### config.mk
export PLATFORM = sky130hd
export DESIGN_NAME = inout_pair_sequencer
export DESIGN_NICKNAME = d
export VERILOG_FILES = /design/src/rtl/kyber_ntt_pkg.sv /design/src/rtl/pair_fifo2.sv /design/src/rtl/inout_pair_sequencer.sv
export SDC_FILE = /design/constraint.sdc
export NUM_CORES = 1
export LEC_CHECK = 0
export ABC_CLOCK_PERIOD_IN_PS = 2100
export CAP_MARGIN = 40
export CORE_MARGIN = 5
export CORE_UTILIZATION = 49
export CTS_BUF_LIST = sky130_fd_sc_hd__clkbuf_2 sky130_fd_sc_hd__clkbuf_4 sky130_fd_sc_hd__clkbuf_8
export DETAILED_ROUTE_END_ITERATION = 7
export GPL_TIMING_DRIVEN = 0
export PLACE_DENSITY_LB_ADDON = 0.15
export SETUP_SLACK_MARGIN = 0.05
export SLEW_MARGIN = 20
export SYNTH_ARGS = -nofsm -noshare
export SYNTH_HDL_FRONTEND = slang
export SYNTH_HIERARCHICAL = 1
export SYNTH_SLANG_ARGS = --single-unit
### constraint.sdc
create_clock -name clk -period 2.1 [get_ports clk]
set_input_delay 0.42 -clock clk [delete_from_list [all_inputs] [get_ports clk]]
set_output_delay 0.42 -clock clk [all_outputs]
set_load 0.01 [all_outputs]
### src/rtl/kyber_ntt_pkg.sv
// Shared constants and types for the NTT coefficient-index fetch path.
// Latency: n/a (declarations only).
// Backpressure: n/a.
package kyber_ntt_pkg;

    localparam int KY_ADDR_W    = 6;
    localparam int KY_IDX_W     = 8;
    localparam int KY_NUM_WORDS = 64;

    typedef enum logic [1:0] {
        IDLE  = 2'd0,
        ISSUE = 2'd1,
        DRAIN = 2'd2
    } state_e;

endpackage

### src/rtl/pair_fifo2.sv
// Two-entry synchronous FIFO holding one index pair plus its last tag per entry.
// Latency: a push is visible at the head one cycle later; the head is read combinationally.
// Backpressure: push and pop in one cycle are both honoured even when full; the
//   producer's credit scheme must never push into a full FIFO without a pop.
// Ports: clk_i/rst_i (sync, active-high), push_i/push_dat_i write side,
//   pop_i read side, head_dat_o oldest entry, count_o occupancy 0..2.
module pair_fifo2 #(
    parameter int W = 17
) (
    input  logic         clk_i,
    input  logic         rst_i,
    input  logic         push_i,
    input  logic [W-1:0] push_dat_i,
    input  logic         pop_i,
    output logic [W-1:0] head_dat_o,
    output logic [1:0]   count_o
);

    logic [W-1:0] mem_q [2];
    logic         wr_ptr_q;
    logic         rd_ptr_q;
    logic [1:0]   count_q;
    logic [1:0]   count_d;
    logic         do_push;
    logic         do_pop;

    assign do_pop  = pop_i && (count_q != 2'd0);
    // When full, the slot being written is the one being popped this cycle.
    assign do_push = push_i && ((count_q != 2'd2) || do_pop);

    always_comb begin
        count_d = count_q;
        if (do_push && !do_pop) begin
            count_d = count_q + 2'd1;
        end else if (do_pop && !do_push) begin
            count_d = count_q - 2'd1;
        end
    end

    always_ff @(posedge clk_i) begin
        if (rst_i) begin
            wr_ptr_q <= 1'b0;
            rd_ptr_q <= 1'b0;
            count_q  <= 2'd0;
            for (int i = 0; i < 2; i++) begin
                mem_q[i] <= '0;
            end
        end else begin
            if (do_push) begin
                mem_q[wr_ptr_q] <= push_dat_i;
                wr_ptr_q        <= ~wr_ptr_q;
            end
            if (do_pop) begin
                rd_ptr_q <= ~rd_ptr_q;
            end
            count_q <= count_d;
        end
    end

    assign head_dat_o = mem_q[rd_ptr_q];
    assign count_o    = count_q;

    overflow_chk: assert property (@(posedge clk_i) disable iff (rst_i)
        !(push_i && (count_q == 2'd2) && !pop_i));

endmodule

### src/rtl/inout_pair_sequencer.sv
// Sweeps the index-pair ROM once per start and streams each word as an even/odd index pair.
// Latency: start at edge k -> rom_addr=0 at k, ROM data at k+1, out_valid after k+2;
//   done pulses the cycle after the final pair handshakes.
// Backpressure: address issue is credit-limited so the 2-entry FIFO never overflows;
//   a stalled pair holds its payload and nothing is dropped or duplicated.
// Ports: clk/rst (sync, active-high); start/busy/done control; rom_addr/rom_data ROM side;
//   out_valid/out_ready/out_idx_hi/out_idx_lo/out_last downstream pair stream.
module inout_pair_sequencer
    import kyber_ntt_pkg::*;
#(
    parameter int ADDR_W    = KY_ADDR_W,
    parameter int IDX_W     = KY_IDX_W,
    parameter int NUM_WORDS = KY_NUM_WORDS
) (
    input  logic               clk,
    input  logic               rst,
    input  logic               start,
    output logic               busy,
    output logic               done,
    output logic [ADDR_W-1:0]  rom_addr,
    input  logic [2*IDX_W-1:0] rom_data,
    output logic               out_valid,
    input  logic               out_ready,
    output logic [IDX_W-1:0]   out_idx_hi,
    output logic [IDX_W-1:0]   out_idx_lo,
    output logic               out_last
);

    localparam int                DW        = 2 * IDX_W;
    localparam logic [ADDR_W-1:0] LAST_ADDR = ADDR_W'(NUM_WORDS - 1);

    state_e            state_q, state_d;
    logic [ADDR_W-1:0] rom_addr_q, rom_addr_d;
    logic              inflight_q, inflight_d;
    logic              inflight_last_q, inflight_last_d;
    logic              done_q, done_d;

    logic [DW:0]       head_dat;
    logic [1:0]        fifo_count;
    logic              head_vld;
    logic              head_last;
    logic              pop;
    logic              issue;
    logic              at_last_addr;
    logic [2:0]        occupancy;

    assign head_vld     = (fifo_count != 2'd0);
    assign head_last    = head_dat[DW];
    assign pop          = head_vld & out_ready;
    assign at_last_addr = (rom_addr_q == LAST_ADDR);

    // Buffered plus in-flight pairs must stay below the FIFO depth after this
    // cycle's pop, so the word arriving next cycle always has a slot.
    assign occupancy = {1'b0, fifo_count} + {2'b00, inflight_q};
    assign issue     = (state_q == ISSUE) && (occupancy < (3'd2 + {2'b00, pop}));

    // inflight_q marks that rom_data this cycle belongs to an issued address.
    pair_fifo2 #(
        .W (DW + 1)
    ) u_fifo (
        .clk_i      (clk),
        .rst_i      (rst),
        .push_i     (inflight_q),
        .push_dat_i ({inflight_last_q, rom_data}),
        .pop_i      (pop),
        .head_dat_o (head_dat),
        .count_o    (fifo_count)
    );

    // State register
    always_ff @(posedge clk) begin
        if (rst) begin
            state_q <= IDLE;
        end else begin
            state_q <= state_d;
        end
    end

    // Next-state logic
    always_comb begin
        state_d = state_q;
        unique case (state_q)
            IDLE:    if (start)                 state_d = ISSUE;
            ISSUE:   if (issue && at_last_addr) state_d = DRAIN;
            DRAIN:   if (pop && head_last)      state_d = IDLE;
            default:                            state_d = IDLE;
        endcase
    end

    // Issue counter and pipeline tags. The counter parks on the last address
    // instead of wrapping; only an accepted start brings it back to 0.
    always_comb begin
        rom_addr_d = rom_addr_q;
        if ((state_q == IDLE) && start) begin
            rom_addr_d = '0;
        end else if (issue && !at_last_addr) begin
            rom_addr_d = rom_addr_q + ADDR_W'(1);
        end
        inflight_d      = issue;
        inflight_last_d = issue & at_last_addr;
        done_d          = (state_q == DRAIN) & pop & head_last;
    end

    always_ff @(posedge clk) begin
        if (rst) begin
            rom_addr_q      <= '0;
            inflight_q      <= 1'b0;
            inflight_last_q <= 1'b0;
            done_q          <= 1'b0;
        end else begin
            rom_addr_q      <= rom_addr_d;
            inflight_q      <= inflight_d;
            inflight_last_q <= inflight_last_d;
            done_q          <= done_d;
        end
    end

    // Output logic; payload is forced to zero whenever no pair is offered.
    always_comb begin
        busy       = (state_q != IDLE);
        done       = done_q;
        rom_addr   = rom_addr_q;
        out_valid  = head_vld;
        out_idx_hi = head_vld ? head_dat[DW-1:IDX_W] : '0;
        out_idx_lo = head_vld ? head_dat[IDX_W-1:0]  : '0;
        out_last   = head_vld & head_last;
    end

endmodule

==> impl_metrics.toml, run 1 <==
[drt]
drt_iter0_drc = 55
avgViaCountPerCell = 5.14
vias = 1671
routedWlPerCell_microns = 14.7
wl_microns = 4790
ant_nets = 0
drtPass1Iterations = 4
drc_errors = 0

[global_routing]
grt_usage_pct = 16.2
overflow = 0
grt_pass1_wl_microns = 7890
grtUsageMet3_pct = 3.44
grt.busiest_layer = "met2"
grt_max_degree = 18
use_met2_pct = 27.8
antenna_found_initial = 0
gr-usage-met1_pct = 19.7
grt_pass1_vias = 1606

[synth]
synth.yosys.seq_area_share_pct = 54.2
post_synth_and_or_nand_nor_area_fraction_pct = 25.8
ys_seq_elements = 50
synth_fa_ha_area_share_pct = 2.02
synth_async_sr_flop_share_pct = 0
syn_area_sq_um = 2470
syn_inst = 198
avgSynthCellArea_sq_um = 12.5
synth_xor_area_share_pct = 1.06
synth_mux_area_share_pct = 8.54
synth_compound_area_share_pct = 5.76
synth-edff-count = 34
yosysWarningCount = 6
synth_cell_types = 50
ys.flop_type = "edfxtp_1"
synth_top_family_by_area = "simple AND/OR/NAND/NOR gates"
syn-num-nets = 222

[power_and_ir_drop]
finalPower_mw = 2.26
power_switching_mw = 0.550
clockPowerShare_pct = 30.3
power_density_nw_per_um2 = 699
peakVddDrop_mv = 0.435
comb_power_share_pct = 19.1
pwr-share-seq_pct = 50.6
p_int_mw = 1.71
leakage_nw = 1.27
p_sw_share_pct = 24.3

[clock_tree]
clk_pin_slew_ps = 90
clockBufferDepth = 2
clock_sinks = 50
cts_root_buf = "clkbuf_8"
cts_htree_levels = 2
cts-buffers-inserted = 5
cts_tree = "yes"
clk_latency_ps = 300
postCtsHoldBufs = 0

[die]
fp.dieArea_sq_um = 6570
start_util_pct = 51.4
die_h_microns = 81.1
fp-row-count = 25
ios = 46
coreArea_sq_um = 4820
die_w_microns = 81.1

[timing]
setup_viol = 0
rsz0062_at_grt = "yes"
fin_crit_ps = 2000
fin_setup_tns_ps = 0
relSlewSlack_pct = 60.8
clock_skew_ps = 4.98
whs_ps = 435
max_freq_mhz = 501
hold_violations = 0
tightestPinTransition_ps = 582
slew_viol_final = 0
post-route-period-util_pct = 95.1

[final_layout]
layout_common_cells = "and2_1 (41), edfxtp_1 (34), clkdlybuf4s50_1 (25)"
syn_to_final_growth_pct = 30.6
fin_area_sq_um = 3230
drive_above_1_share_pct = 30.6
nets = 281
final_common_cell = "and2_1"
insertedDiodeCount = 0

[critical_path]
cp.arrival_ps = 1580
cp-start-kind = "register"
r2r-end = "u_fifo/count_o[1]$_SDFFE_PP0P_"
worstPathCellList = "buf_6, buf_8, mux2_2, and2_1, clkdlybuf4s15_1"
critPathKind = "reg2out"
r2r_slack_ps = 150
cp_slowest_stage_delay_ps = 330
cp_slowest_cell = "dfxtp_2"
rr_worst_depth = 9
worst_ep_required_time_ps = 1680
crit_fanout = 6
end_kind = "output pin"
worstReg2RegStart = "u_fifo/count_o[0]$_SDFFE_PP0P_"

[hold_path]
hold_path_depth = 2
worstHoldPathType = "in2reg"
holdPathEnd = "u_fifo/count_o[1]$_SDFFE_PP0P_"
worst_hold_startpoint = "rst"

[place]
globalplace.congestion = 0.809
placed_cell_area_sq_um = 3010
detailed_place_hpwl_microns = 3300
io_buffers = 44

[run]
maxCapViolCount = 0

[outcome]
status = "completed"
power by group through the flow:
stage	combinational (mW)	clock (mW)	sequential (mW)
after floorplan	0.224	0	1.15
after global placement	0.392	0	1.16
after detailed placement	0.401	0	1.16
after CTS	0.436	0.703	1.14
after global routing	0.477	0.736	1.15
final	0.432	0.686	1.14
sequential cells by signal, summed over array words and instances, names as in the netlist, named ones only:
name             count
u_fifo/count_o       2
rom_addr             6
state_q              2
u_fifo/wr_ptr_q      1
u_fifo/rd_ptr_q      1
done                 1
u_fifo/mem_q        34
inflight_q           1
inflight_last_q      1
kinds of logic (layout without fill, tap and decap cells):
logic type / count (synthesis) / in the layout
AOI/OAI and AO/OA: 19 / 19
xor gates and xnor gates: 3 / 3
adders and majority gates: 4 / 4
buffers and inverters: 12 / 72
DFF: 50 / 50
muxes: 19 / 19
and+or+nand+nor: 91 / 91
final cells by class:
type,count,area (sq um)
fillers,412,1580
flip-flops and latches,50,1350
multi-input cells,136,1110
repair buffers,53,499
well taps,67,83.8
clock buffers,6,76.3
plain buffers,8,70.1
clock inverters,2,37.5
inverters,3,11.3
per-layer routing:
metal  vias to the layer above  wire [microns]
met4                         0              69
met5                         -               0
li1                        836               -
met2                        31            2460
met3                         6             213
met1                       798            2040
how the worst max path moves through the flow:
stage	from	cells past startpoint	to	slack [ps]
global placement	out_ready	6	u_fifo/mem_q[1][13]$_SDFFCE_PN0P_	-500
detailed placement	out_ready	6	u_fifo/mem_q[1][12]$_SDFFCE_PN0P_	-540
CTS	register	5	out_idx_hi[6]	60
floorplan	u_fifo/count_o[0]$_SDFFE_PP0P_	8	u_fifo/count_o[1]$_SDFFE_PP0P_	130
global route	register	5	out_idx_lo[1]	30
finish	register	5	out_idx_hi[0]	100
synthesized netlist by cell type (2+ instances only):
cell,n,area [sq um]
and2_4,10,87.6
nor2_1,5,18.8
xor2_1,3,26.3
buf_2,2,10.0
buf_6,2,22.5
nand3_1,4,20.0
nand2_1,4,15.0
nand4_1,2,12.5
o21ai_1,2,10.0
dfxtp_1,16,320
o31ai_1,3,22.5
nor3b_2,2,25.0
mux2i_1,2,20.0
and2_1,41,257
clkbuf_2,2,10.0
o21ai_0,3,15.0
nor3_1,2,10.0
a21oi_1,2,10.0
or2_1,2,12.5
inv_1,3,11.3
ha_1,4,50.1
or3_1,4,25.0
clkbuf_1,2,7.51
mux2_2,17,191
edfxtp_1,34,1020
metrics by stage:
stage	setup slack (ps)	cells	util, %
5_1_grt	30.9	325	67.1
3_3_place_gp	-505	309	62.3
4_1_cts	59.0	325	67.1
6_report	102	325	67.1
3_5_place_dp	-542	310	62.6
2_1_floorplan	129	198	-
worst max-delay path: cells and delay by family, from the launching register on:
family	cells	cell delay [ps]
buf+inv	3	490
simple gates	1	140
mux	1	320
flops	1	330
timing repair:
| action | 4_1_cts | 5_1_grt |
|---|---|---|
| endpoints found under the setup margin | 36 | 26 |
| setup buffers | 7 | 0 |
| cloned | 1 | 0 |
| pin swaps | 2 | 1 |
| resized for setup | 53 | 14 |
Note: power is estimated with default switching activity, not from simulation.
==> run 2, diff against run 1 <==
--- a/config.mk
+++ b/config.mk
@@ -5,14 +5,13 @@
 export SDC_FILE = /design/constraint.sdc
 export NUM_CORES = 1
 export LEC_CHECK = 0
-export ABC_CLOCK_PERIOD_IN_PS = 2100
 export CAP_MARGIN = 40
 export CORE_MARGIN = 5
 export CORE_UTILIZATION = 49
 export CTS_BUF_LIST = sky130_fd_sc_hd__clkbuf_2 sky130_fd_sc_hd__clkbuf_4 sky130_fd_sc_hd__clkbuf_8
 export DETAILED_ROUTE_END_ITERATION = 7
 export GPL_TIMING_DRIVEN = 0
-export PLACE_DENSITY_LB_ADDON = 0.15
+export PLACE_DENSITY_LB_ADDON = 0.05
 export SETUP_SLACK_MARGIN = 0.05
 export SLEW_MARGIN = 20
 export SYNTH_ARGS = -nofsm -noshare
==> impl_metrics.toml, run 2 (same netlist as run 1, synthesis figures left out) <==
[drt]
routedWlPerCell_microns = 14.6
drt_iter0_drc = 55
wl_microns = 4770
ant_nets = 0
vias = 1692
avgViaCountPerCell = 5.17
drc_errors = 0
drtPass1Iterations = 4

[clock_tree]
clk_latency_ps = 300
cts_tree = "yes"
clockBufferDepth = 2
clock_sinks = 50
clk_pin_slew_ps = 80
cts_root_buf = "clkbuf_8"
postCtsHoldBufs = 0
cts-buffers-inserted = 5
cts_htree_levels = 2

[critical_path]
cp-start-kind = "primary input"
path_delay_family = "simple AND/OR/NAND/NOR gates"
critPathKind = "in2reg"
worst_ep_required_time_ps = 2330
cp_slowest_cell = "clkdlybuf4s50_1"
cp.arrival_ps = 2220
r2r_slack_ps = 210
cp_slowest_stage_delay_ps = 440
crit_buf_inv = 3
worstReg2RegStart = "u_fifo/count_o[0]$_SDFFE_PP0P_"
worstPathCellList = "clkdlybuf4s50_1, o21ai_2, inv_2, nor3b_4, nand2b_4, inv_1, ha_4, xor2_1, or3_4, a21oi_2"
end_kind = "register"
rr_worst_depth = 9
crit_fanout = 3
r2r-end = "u_fifo/count_o[1]$_SDFFE_PP0P_"

[outcome]
status = "completed"

[power_and_ir_drop]
power_density_nw_per_um2 = 658
leakage_nw = 1.28
peakVddDrop_mv = 0.431

[die]
fp-row-count = 25
ios = 46
coreArea_sq_um = 4820
fp.dieArea_sq_um = 6570
die_w_microns = 81.1
start_util_pct = 51.4
die_h_microns = 81.1

[final_layout]
top_register = "u_fifo/mem_q"
largest_reg_flops = 34
fillers = 402
layout_common_cells = "and2_1 (39), edfxtp_1 (34), clkdlybuf4s50_1 (26)"
syn_to_final_growth_pct = 30.4
nets = 283
fin_util_pct = 67.0
final_common_cell = "and2_1"
final_cells = 327
insertedDiodeCount = 0
drive_above_1_share_pct = 35.0

[global_routing]
grt_max_degree = 18
grt_pass1_wl_microns = 8060
grt_usage_pct = 16.2
overflow = 0
antenna_found_initial = 0
grt_pass1_vias = 1693

[timing]
post-route-period-util_pct = 94.4
fin_crit_ps = 1980
relSlewSlack_pct = 61.1
setup_viol = 0
rsz0062_at_grt = "yes"
max_freq_mhz = 504
slew_viol_final = 0
tightestPinTransition_ps = 582
clock_skew_ps = 5.22
hold_violations = 0

[hold_path]
hold_path_depth = 2
worstHoldPathType = "in2reg"
worst_hold_startpoint = "rst"
holdPathEnd = "u_fifo/count_o[1]$_SDFFE_PP0P_"

[place]
globalplace.congestion = 0.808
io_buffers = 44
dp_cells = 310
detailed_place_hpwl_microns = 3400

[run]
maxCapViolCount = 0
-- run 2: cell type report --
type,instances,area (sq um),share of cell area [%]
clock buffer,6,76.3,2.37
inverter,3,11.3,0.349
tap,67,83.8,2.60
multi-input combinational,136,1120,34.7
timing repair buffer,55,502,15.5
buffer,8,76.3,2.37
clock inverter,2,8.76,0.271
sequential,50,1350,41.8
-- run 2: per-layer routing --
metal	track usage [%]	vias to the layer above	share of wire, %
met5	0	-	0
met4	5.57	0	1.6
met3	3.88	6	4.6
met2	29.1	36	53
met1	18.8	822	41
li1	-	828	-
-- run 2: worst max-delay path by stage --
| stage | startpoint | end | slack, ps | depth (start not counted) |
|---|---|---|---|---|
| 3_5_place_dp | out_ready | u_fifo/mem_q[1][4]$_SDFFCE_PN0P_ | -580 | 6 |
| 5_1_grt | out_ready | u_fifo/count_o[1]$_SDFFE_PP0P_ | 30 | 10 |
| 4_1_cts | out_ready | u_fifo/count_o[1]$_SDFFE_PP0P_ | 50 | 9 |
| 6_report | out_ready | u_fifo/count_o[1]$_SDFFE_PP0P_ | 120 | 10 |
| 2_1_floorplan | u_fifo/count_o[0]$_SDFFE_PP0P_ | u_fifo/count_o[1]$_SDFFE_PP0P_ | 130 | 8 |
| 3_3_place_gp | out_ready | u_fifo/mem_q[1][2]$_SDFFCE_PN0P_ | -550 | 6 |
-- run 2: through the flow --
step                      TNS, ps  total power [mW]  hold WS [ps]  instance area [sq um]  worst slack, ps
final                           0              2.12           412                   3230              117
after global routing            0              2.24           413                   3230             26.6
after CTS                       0              2.14           414                   3190             50.0
after detailed placement   -20470              1.57           490                   3020             -579
after global placement     -23160              1.55           477                   3000             -547
after floorplan                 0              1.38           472                   2480              129
-- run 2: what timing repair did --
action | 4_1_cts | 5_1_grt
gates resized for setup | 71 | 13
pin swaps | 2 | 2
setup endpoints to repair | 36 | 32
buffers inserted | 6 | 3
cloned | 1 | 0
-- run 2: power by group --
part           switching [mW]  internal (mW)  leakage, nW  total (mW)
Combinational           0.200          0.234        0.752       0.434
Clock                   0.301          0.242       0.0460       0.544
Sequential             0.0347           1.11        0.486        1.14
Total                   0.536           1.59         1.28        2.12
-- run 2: worst reg2reg max path, stage by stage (launching register included) --
cell,delay (ps)
dfxtp_4,380
o21ai_2,190
inv_2,70
nor3b_4,200
nand2b_4,160
inv_1,60
ha_4,150
xor2_1,150
or3_4,330
a21oi_2,130
